**config.mk**
```make
export PLATFORM = sky130hd
export DESIGN_NAME = lo_phase_sync
export DESIGN_NICKNAME = d
export VERILOG_FILES = /design/src/rtl/lo_phase_sync.sv
export SDC_FILE = /design/constraint.sdc
export NUM_CORES = 1
export LEC_CHECK = 0
export CORE_MARGIN = 1
export CORE_UTILIZATION = 61
export CTS_CLUSTER_DIAMETER = 60
export DETAILED_ROUTE_END_ITERATION = 16
export GPL_TIMING_DRIVEN = 0
export PLACE_DENSITY_LB_ADDON = 0.1
export SYNTH_ARGS = -nofsm -noshare
export SYNTH_HDL_FRONTEND = slang
export SYNTH_SLANG_ARGS = --single-unit
```
**constraint.sdc**
```tcl
create_clock -name REF -period 7.87 [get_ports REF]
set_input_delay 1.574 -clock REF [delete_from_list [all_inputs] [get_ports REF]]
set_output_delay 1.574 -clock REF [all_outputs]
set_load 0.01 [all_outputs]
```
**src/rtl/lo_phase_sync.sv**
```systemverilog
// lo_phase_sync: checks the sampled LO quadrant against an accumulator prediction, requests divider slips, flags LOCK.
// Decision lands WIN+1 cycles after ACQ entry; no backpressure, SLIP_REQ is a one-cycle pulse the divider must honour within SETTLE.
module lo_phase_sync #(
   parameter int FCW_F    = 16,
   parameter int WIN_LOG2 = 4,
   parameter int LOCK_CNT = 4,
   parameter int SETTLE   = 4
) (
   input  logic                       REF,
   input  logic                       NARST,
   input  logic                       EN,
   input  logic [FCW_F-1:0]           FCW_LO,
   input  logic [1:0]                 LO_STATE,
   output logic [1:0]                 PH_OFS,
   output logic                       SLIP_REQ,
   output logic [1:0]                 SLIP_Q,
   output logic signed [WIN_LOG2+2:0] PH_ERR,
   output logic                       AMB,
   output logic                       LOCK
);

   localparam int WIN  = 1 << WIN_LOG2;
   localparam int SW   = WIN_LOG2 + 3;
   localparam int SETW = $clog2(SETTLE + 1);
   localparam int LCW  = $clog2(LOCK_CNT + 1);

   localparam logic signed [SW-1:0] QTR   = SW'(WIN / 4);
   localparam logic signed [SW-1:0] HALF  = SW'(WIN / 2);
   localparam logic signed [SW-1:0] Q_MAX = SW'(1);
   localparam logic signed [SW-1:0] Q_MIN = SW'(-2);

   typedef enum logic [1:0] {
      S_IDLE,
      S_ACQ,
      S_DECIDE,
      S_SETTLE
   } state_t;

   state_t                   state_q, state_d;
   logic [FCW_F-1:0]         acc_q, acc_d;
   logic [1:0]               acc_d1_q, acc_d1_d;
   logic signed [SW-1:0]     s_q, s_d;
   logic [WIN_LOG2-1:0]      win_cnt_q, win_cnt_d;
   logic [SETW-1:0]          set_cnt_q, set_cnt_d;
   logic [LCW-1:0]           clean_cnt_q, clean_cnt_d;
   logic [1:0]               ph_ofs_q, ph_ofs_d;
   logic                     slip_req_q, slip_req_d;
   logic [1:0]               slip_q_q, slip_q_d;
   logic signed [SW-1:0]     ph_err_q, ph_err_d;
   logic                     amb_q, amb_d;
   logic                     lock_q, lock_d;

   logic [1:0]               qm;
   logic [1:0]               qe;
   logic [1:0]               e_raw;
   logic signed [SW-1:0]     e_val;
   logic                     win_clean;
   logic signed [SW-1:0]     s_rnd;
   logic signed [SW-1:0]     q_full;
   logic [1:0]               q_sel;

   // Sample error datapath; the 2-bit modular difference read as two's complement is exactly the 0/+1/-2/-1 mapping.
   always_comb begin
      qm = 2'd3;
      case (LO_STATE)
         2'b10:   qm = 2'd0;
         2'b11:   qm = 2'd1;
         2'b01:   qm = 2'd2;
         default: qm = 2'd3;
      endcase
      qe    = acc_d1_q + ph_ofs_q;
      e_raw = qm - qe;
      e_val = {{(SW-2){e_raw[1]}}, e_raw};
   end

   // Window decision: rounded quadrant estimate, clamped to the representable slip range.
   always_comb begin
      win_clean = (s_q <= QTR) && (s_q >= -QTR);
      s_rnd     = s_q + HALF;
      q_full    = s_rnd >>> WIN_LOG2;
      q_sel     = q_full[1:0];
      if (q_full > Q_MAX) begin
         q_sel = 2'b01;
      end else if (q_full < Q_MIN) begin
         q_sel = 2'b10;
      end
   end

   always_comb begin
      state_d     = state_q;
      acc_d       = acc_q;
      acc_d1_d    = acc_d1_q;
      s_d         = s_q;
      win_cnt_d   = win_cnt_q;
      set_cnt_d   = set_cnt_q;
      clean_cnt_d = clean_cnt_q;
      ph_ofs_d    = ph_ofs_q;
      slip_req_d  = 1'b0;
      slip_q_d    = 2'b00;
      ph_err_d    = ph_err_q;
      amb_d       = amb_q;
      lock_d      = lock_q;

      if (!EN || state_q == S_IDLE) begin
         state_d     = EN ? S_ACQ : S_IDLE;
         acc_d       = '0;
         acc_d1_d    = '0;
         s_d         = '0;
         win_cnt_d   = '0;
         set_cnt_d   = '0;
         clean_cnt_d = '0;
         ph_ofs_d    = '0;
         ph_err_d    = '0;
         amb_d       = 1'b0;
         lock_d      = 1'b0;
      end else begin
         // Only the quadrant bits of the delayed accumulator feed the prediction.
         acc_d    = acc_q + FCW_LO;
         acc_d1_d = acc_q[FCW_F-1 -: 2];

         case (state_q)
            S_ACQ: begin
               s_d       = s_q + e_val;
               amb_d     = amb_q | (e_raw == 2'b10);
               win_cnt_d = win_cnt_q + 1'b1;
               if (win_cnt_q == WIN_LOG2'(WIN - 1)) begin
                  win_cnt_d = '0;
                  state_d   = S_DECIDE;
               end
            end

            S_DECIDE: begin
               ph_err_d = s_q;
               s_d      = '0;
               if (win_clean) begin
                  if (clean_cnt_q != LCW'(LOCK_CNT)) begin
                     clean_cnt_d = clean_cnt_q + 1'b1;
                  end
                  lock_d  = (clean_cnt_d == LCW'(LOCK_CNT));
                  state_d = S_ACQ;
               end else if (q_sel != 2'b00) begin
                  ph_ofs_d    = ph_ofs_q + q_sel;
                  slip_req_d  = 1'b1;
                  slip_q_d    = q_sel;
                  lock_d      = 1'b0;
                  clean_cnt_d = '0;
                  set_cnt_d   = '0;
                  state_d     = S_SETTLE;
               end else begin
                  lock_d      = 1'b0;
                  clean_cnt_d = '0;
                  state_d     = S_ACQ;
               end
            end

            // SETTLE discarded samples plus one re-entry edge, mirroring IDLE->ACQ.
            S_SETTLE: begin
               if (set_cnt_q == SETW'(SETTLE)) begin
                  set_cnt_d = '0;
                  state_d   = S_ACQ;
               end else begin
                  set_cnt_d = set_cnt_q + 1'b1;
               end
            end

            default: begin
               state_d = S_IDLE;
            end
         endcase
      end
   end

   always_ff @(posedge REF or negedge NARST) begin
      if (!NARST) begin
         state_q     <= S_IDLE;
         acc_q       <= '0;
         acc_d1_q    <= '0;
         s_q         <= '0;
         win_cnt_q   <= '0;
         set_cnt_q   <= '0;
         clean_cnt_q <= '0;
         ph_ofs_q    <= '0;
         slip_req_q  <= 1'b0;
         slip_q_q    <= '0;
         ph_err_q    <= '0;
         amb_q       <= 1'b0;
         lock_q      <= 1'b0;
      end else begin
         state_q     <= state_d;
         acc_q       <= acc_d;
         acc_d1_q    <= acc_d1_d;
         s_q         <= s_d;
         win_cnt_q   <= win_cnt_d;
         set_cnt_q   <= set_cnt_d;
         clean_cnt_q <= clean_cnt_d;
         ph_ofs_q    <= ph_ofs_d;
         slip_req_q  <= slip_req_d;
         slip_q_q    <= slip_q_d;
         ph_err_q    <= ph_err_d;
         amb_q       <= amb_d;
         lock_q      <= lock_d;
      end
   end

   assign PH_OFS   = ph_ofs_q;
   assign SLIP_REQ = slip_req_q;
   assign SLIP_Q   = slip_q_q;
   assign PH_ERR   = ph_err_q;
   assign AMB      = amb_q;
   assign LOCK     = lock_q;

endmodule

```
==> flow_summary.ini <==
[synthesis]
synth_area_per_cell_sq_um = 9.59
ys_seq_area_share_pct = 38.8
synthDominantCellAreaShare_pct = 38.8
synthesis.nets = 398
synthCells = 343
ys.flop_type = dfrtp_1
yosysWarnings = 0
yosysUniqueCellTypes = 58
synth_area_sq_um = 3290
ys_seq_elements = 51
synth-edff-count = 0
synth.largest_area_cell = dfrtp_1
ys_top_cells_by_area = dfrtp_1 39%, ha_1 12%, nor2_1 4.3%, a21oi_1 4.0%, xor2_1 3.7%
postSynth.asyncResetShare_pct = 100

[sta]
setup_violations = 0
slew_viol_final = 0
max_slew_margin_pct = 47.4
tns_ps = 0
hold_violations = 0
post-route-period-util_pct = 63.5
rsz0062_at_grt = false
fmax_ghz = 0.200
skew_ps = 6.90
period_minus_slack_ps = 4990
worst_pin_slew_ps = 784
setup_ws_ps = 2880

[global_routing]
grt_pass1_wl_mm = 11.3
grt_max_degree = 31
antenna_found_initial = 0
grtUsageTotal_pct = 26.2
gr-total-overflow = 0
grt_pass1_vias = 2590

[worst_setup_path]
critPathMaxStageDelay_ps = 550
cp-start-kind = input pin
critical_path.max_fanout = 8
crit_family = adder cells
required_ps = 8040
reg2reg_depth = 10
arrival_ps = 5170
path_class = in2reg
cp.depth = 13
cp_num_buf_inv = 3
cpMaxStageDelayCell = a2111oi_0
crit_path_end_kind = flop
worstPathCellList = clkdlybuf4s50_1 -> inv_1 -> ha_1 -> inv_1 -> fa_1 -> xnor3_1 -> fa_1 -> a21o_1 -> a2111oi_0 -> xnor2_1 -> nor2b_1 -> xnor2_1 -> nor2_1

[place]
post-place-ws_ps = 2560
port_buffers = 34
placed_cell_area_sq_um = 3730
gp_congestion = 0.856
hpwlAfterDp_mm = 5.13

[detailed_routing]
wl_mm = 6.74
drtIter0Drc = 116
drt_first_pass_iters = 5
dr_total_vias = 2656
drc = 0
viasPerCell = 5.82
ant_nets = 0
wire_per_inst_microns = 14.8

[cells_and_area]
design_area_sq_um = 3830
drive_gt1_share_pct = 5.70
n_antenna_cell = 0
seq_area_sq_um = 1280
multiInputGateArea_sq_um = 1890
nets = 440
final.fill_count = 400
area_growth_pct = 16.5

[clocking]
htree_num_levels = 2
cts_resized = 0
clkLatencyLatePin_ps = 300
cts_buffers = 5
cts_setup_buffers = 0
cts_root_buf = clkbuf_8
cts_max_path_buffers = 2
cts_hold_buf = 0
clkSinkCount = 51
clk_pin_slew_ps = 90
cts_tree = done

[status]
status = completed

[worst_hold_path]
min_path_type = reg2reg
holdPathStages = 1

[pwr]
powerDensity_nw_per_um2 = 304
peakVddDrop_mv = 0.172
leakagePower_nw = 1.76

[die]
dieArea_sq_um = 5690
fp-row-count = 26
die_y_microns = 75.4
start_util_pct = 64.0
core_area_sq_um = 5140
fp.dieW_microns = 75.4
io_pins = 35

[job]
drv_cap = 0
[metrics by stage]
stage                     std cells  power, W  hold slack [ps]  util, %
after floorplan                 343  0.000852              458        -
after global routing            456   0.00127              520     74.6
final                           456   0.00117              507     74.6
after CTS                       456   0.00117              509     74.6
after detailed placement        448  0.000997              482     72.6
after global placement          447  0.000968              483     72.3
[cell type report]
class,instances,area share (%)
Clock buffer,8,2.61
Timing Repair Buffer,35,9.27
Sequential cell,51,33.3
Tap cell,70,2.29
Multi-Input combinational cell,262,49.3
Buffer,13,1.53
Inverter,17,1.67
[placed cells by master (no fill, tap or decap), drive strengths merged, types with 4 or more instances in the layout]
cell           synthesis  layout
mux2i                  8       8
xnor2                  8       8
nand3                 13      13
clkdlybuf4s50          0      33
nand2                 20      20
xor2                  14      14
a211oi                 4       4
nor3                   6       6
a22o                   8       8
clkbuf                 6      14
a31oi                  5       5
ha                    31      31
dfrtp                 51      51
a21oi                 26      26
nor2                  39      39
inv                   16      16
nand4                  4       4
and2                   8       8
a21o                   8       8
buf                    7       9
o21ai                 13      13
[flip-flops by register name, indices dropped and copies added (netlist names)]
| name | count |
|---|---|
| win_cnt_q | 4 |
| PH_ERR | 7 |
| AMB | 1 |
| clean_cnt_q | 3 |
| acc_d1_q | 2 |
| PH_OFS | 2 |
| s_q | 7 |
| state_q | 2 |
| set_cnt_q | 3 |
| acc_q | 16 |
| LOCK | 1 |
| SLIP_REQ | 1 |
| SLIP_Q | 2 |
[final timing paths]
| path | startpoint | slack, ps | to |
|---|---|---|---|
| worst max register to register | PH_OFS[0] | 4420 | s_q[6] |
| min in group asynchronous | NARST | 1230 | PH_ERR[1] |
| worst min register to register | PH_ERR[2] | 510 | PH_ERR[2] |
| max in group asynchronous | NARST | 6110 | state_q[1] |
| worst min-delay path | PH_ERR[2] | 510 | PH_ERR[2] |
| worst max-delay path | LO_STATE[0] | 2880 | s_q[6] |
[cells by family (layout without fill, tap and decap cells)]
logic type	after synthesis	after routing	synth area share, %
muxes	8	8	2.43
and+or+nand+nor	111	111	16.9
adders and majority gates	35	35	13.9
buffers and inverters	30	73	3.73
DFF	51	51	38.8
AOI/OAI and AO/OA	85	85	17.7
xor gates and xnor gates	23	23	6.54
[report_power, final]
part / switching [W] / total (W) / internal, W
sequential: 0.0000411 / 0.000364 / 0.000322
combinational: 0.000375 / 0.000638 / 0.000263
clock: 0.0000854 / 0.000166 / 0.0000805
total: 0.000501 / 0.00117 / 0.000666
[worst register-to-register path, cell delays in order, from the launching register on]
cell and delay (ps):
dfrtp_1 430, inv_1 100, fa_1 430, xnor3_1 530, fa_1 490, a21o_1 190
a2111oi_0 550, xnor2_1 210, nor2b_1 200, xnor2_1 150, nor2_1 60
[Yosys cell counts (all sizes together), types with 2 or more instances]
cell     number
a2111oi       2
a211oi        4
a21o          8
a21oi        26
a22o          8
a311oi        3
a31oi         5
and2          8
and3          3
buf           7
clkbuf        6
dfrtp        51
fa            3
ha           31
inv          16
mux2i         8
nand2        20
nand2b        3
nand3        13
nand3b        2
nand4         4
nor2         39
nor2b         3
nor3          6
nor4          2
o21a          3
o21ai        13
o311ai        2
or2           3
xnor2         8
xor2         14
[routing by layer]
layer	routed length [microns]	track usage [%]	vias up	share of wire [%]
li1	-	-	1312	-
met1	2820	30.7	1283	42
met2	3630	49.1	54	54
met3	234	4.76	7	3.5
met4	56	7.20	0	0.83
met5	0	0	-	0
Note: power is estimated with default switching activity, not from simulation.
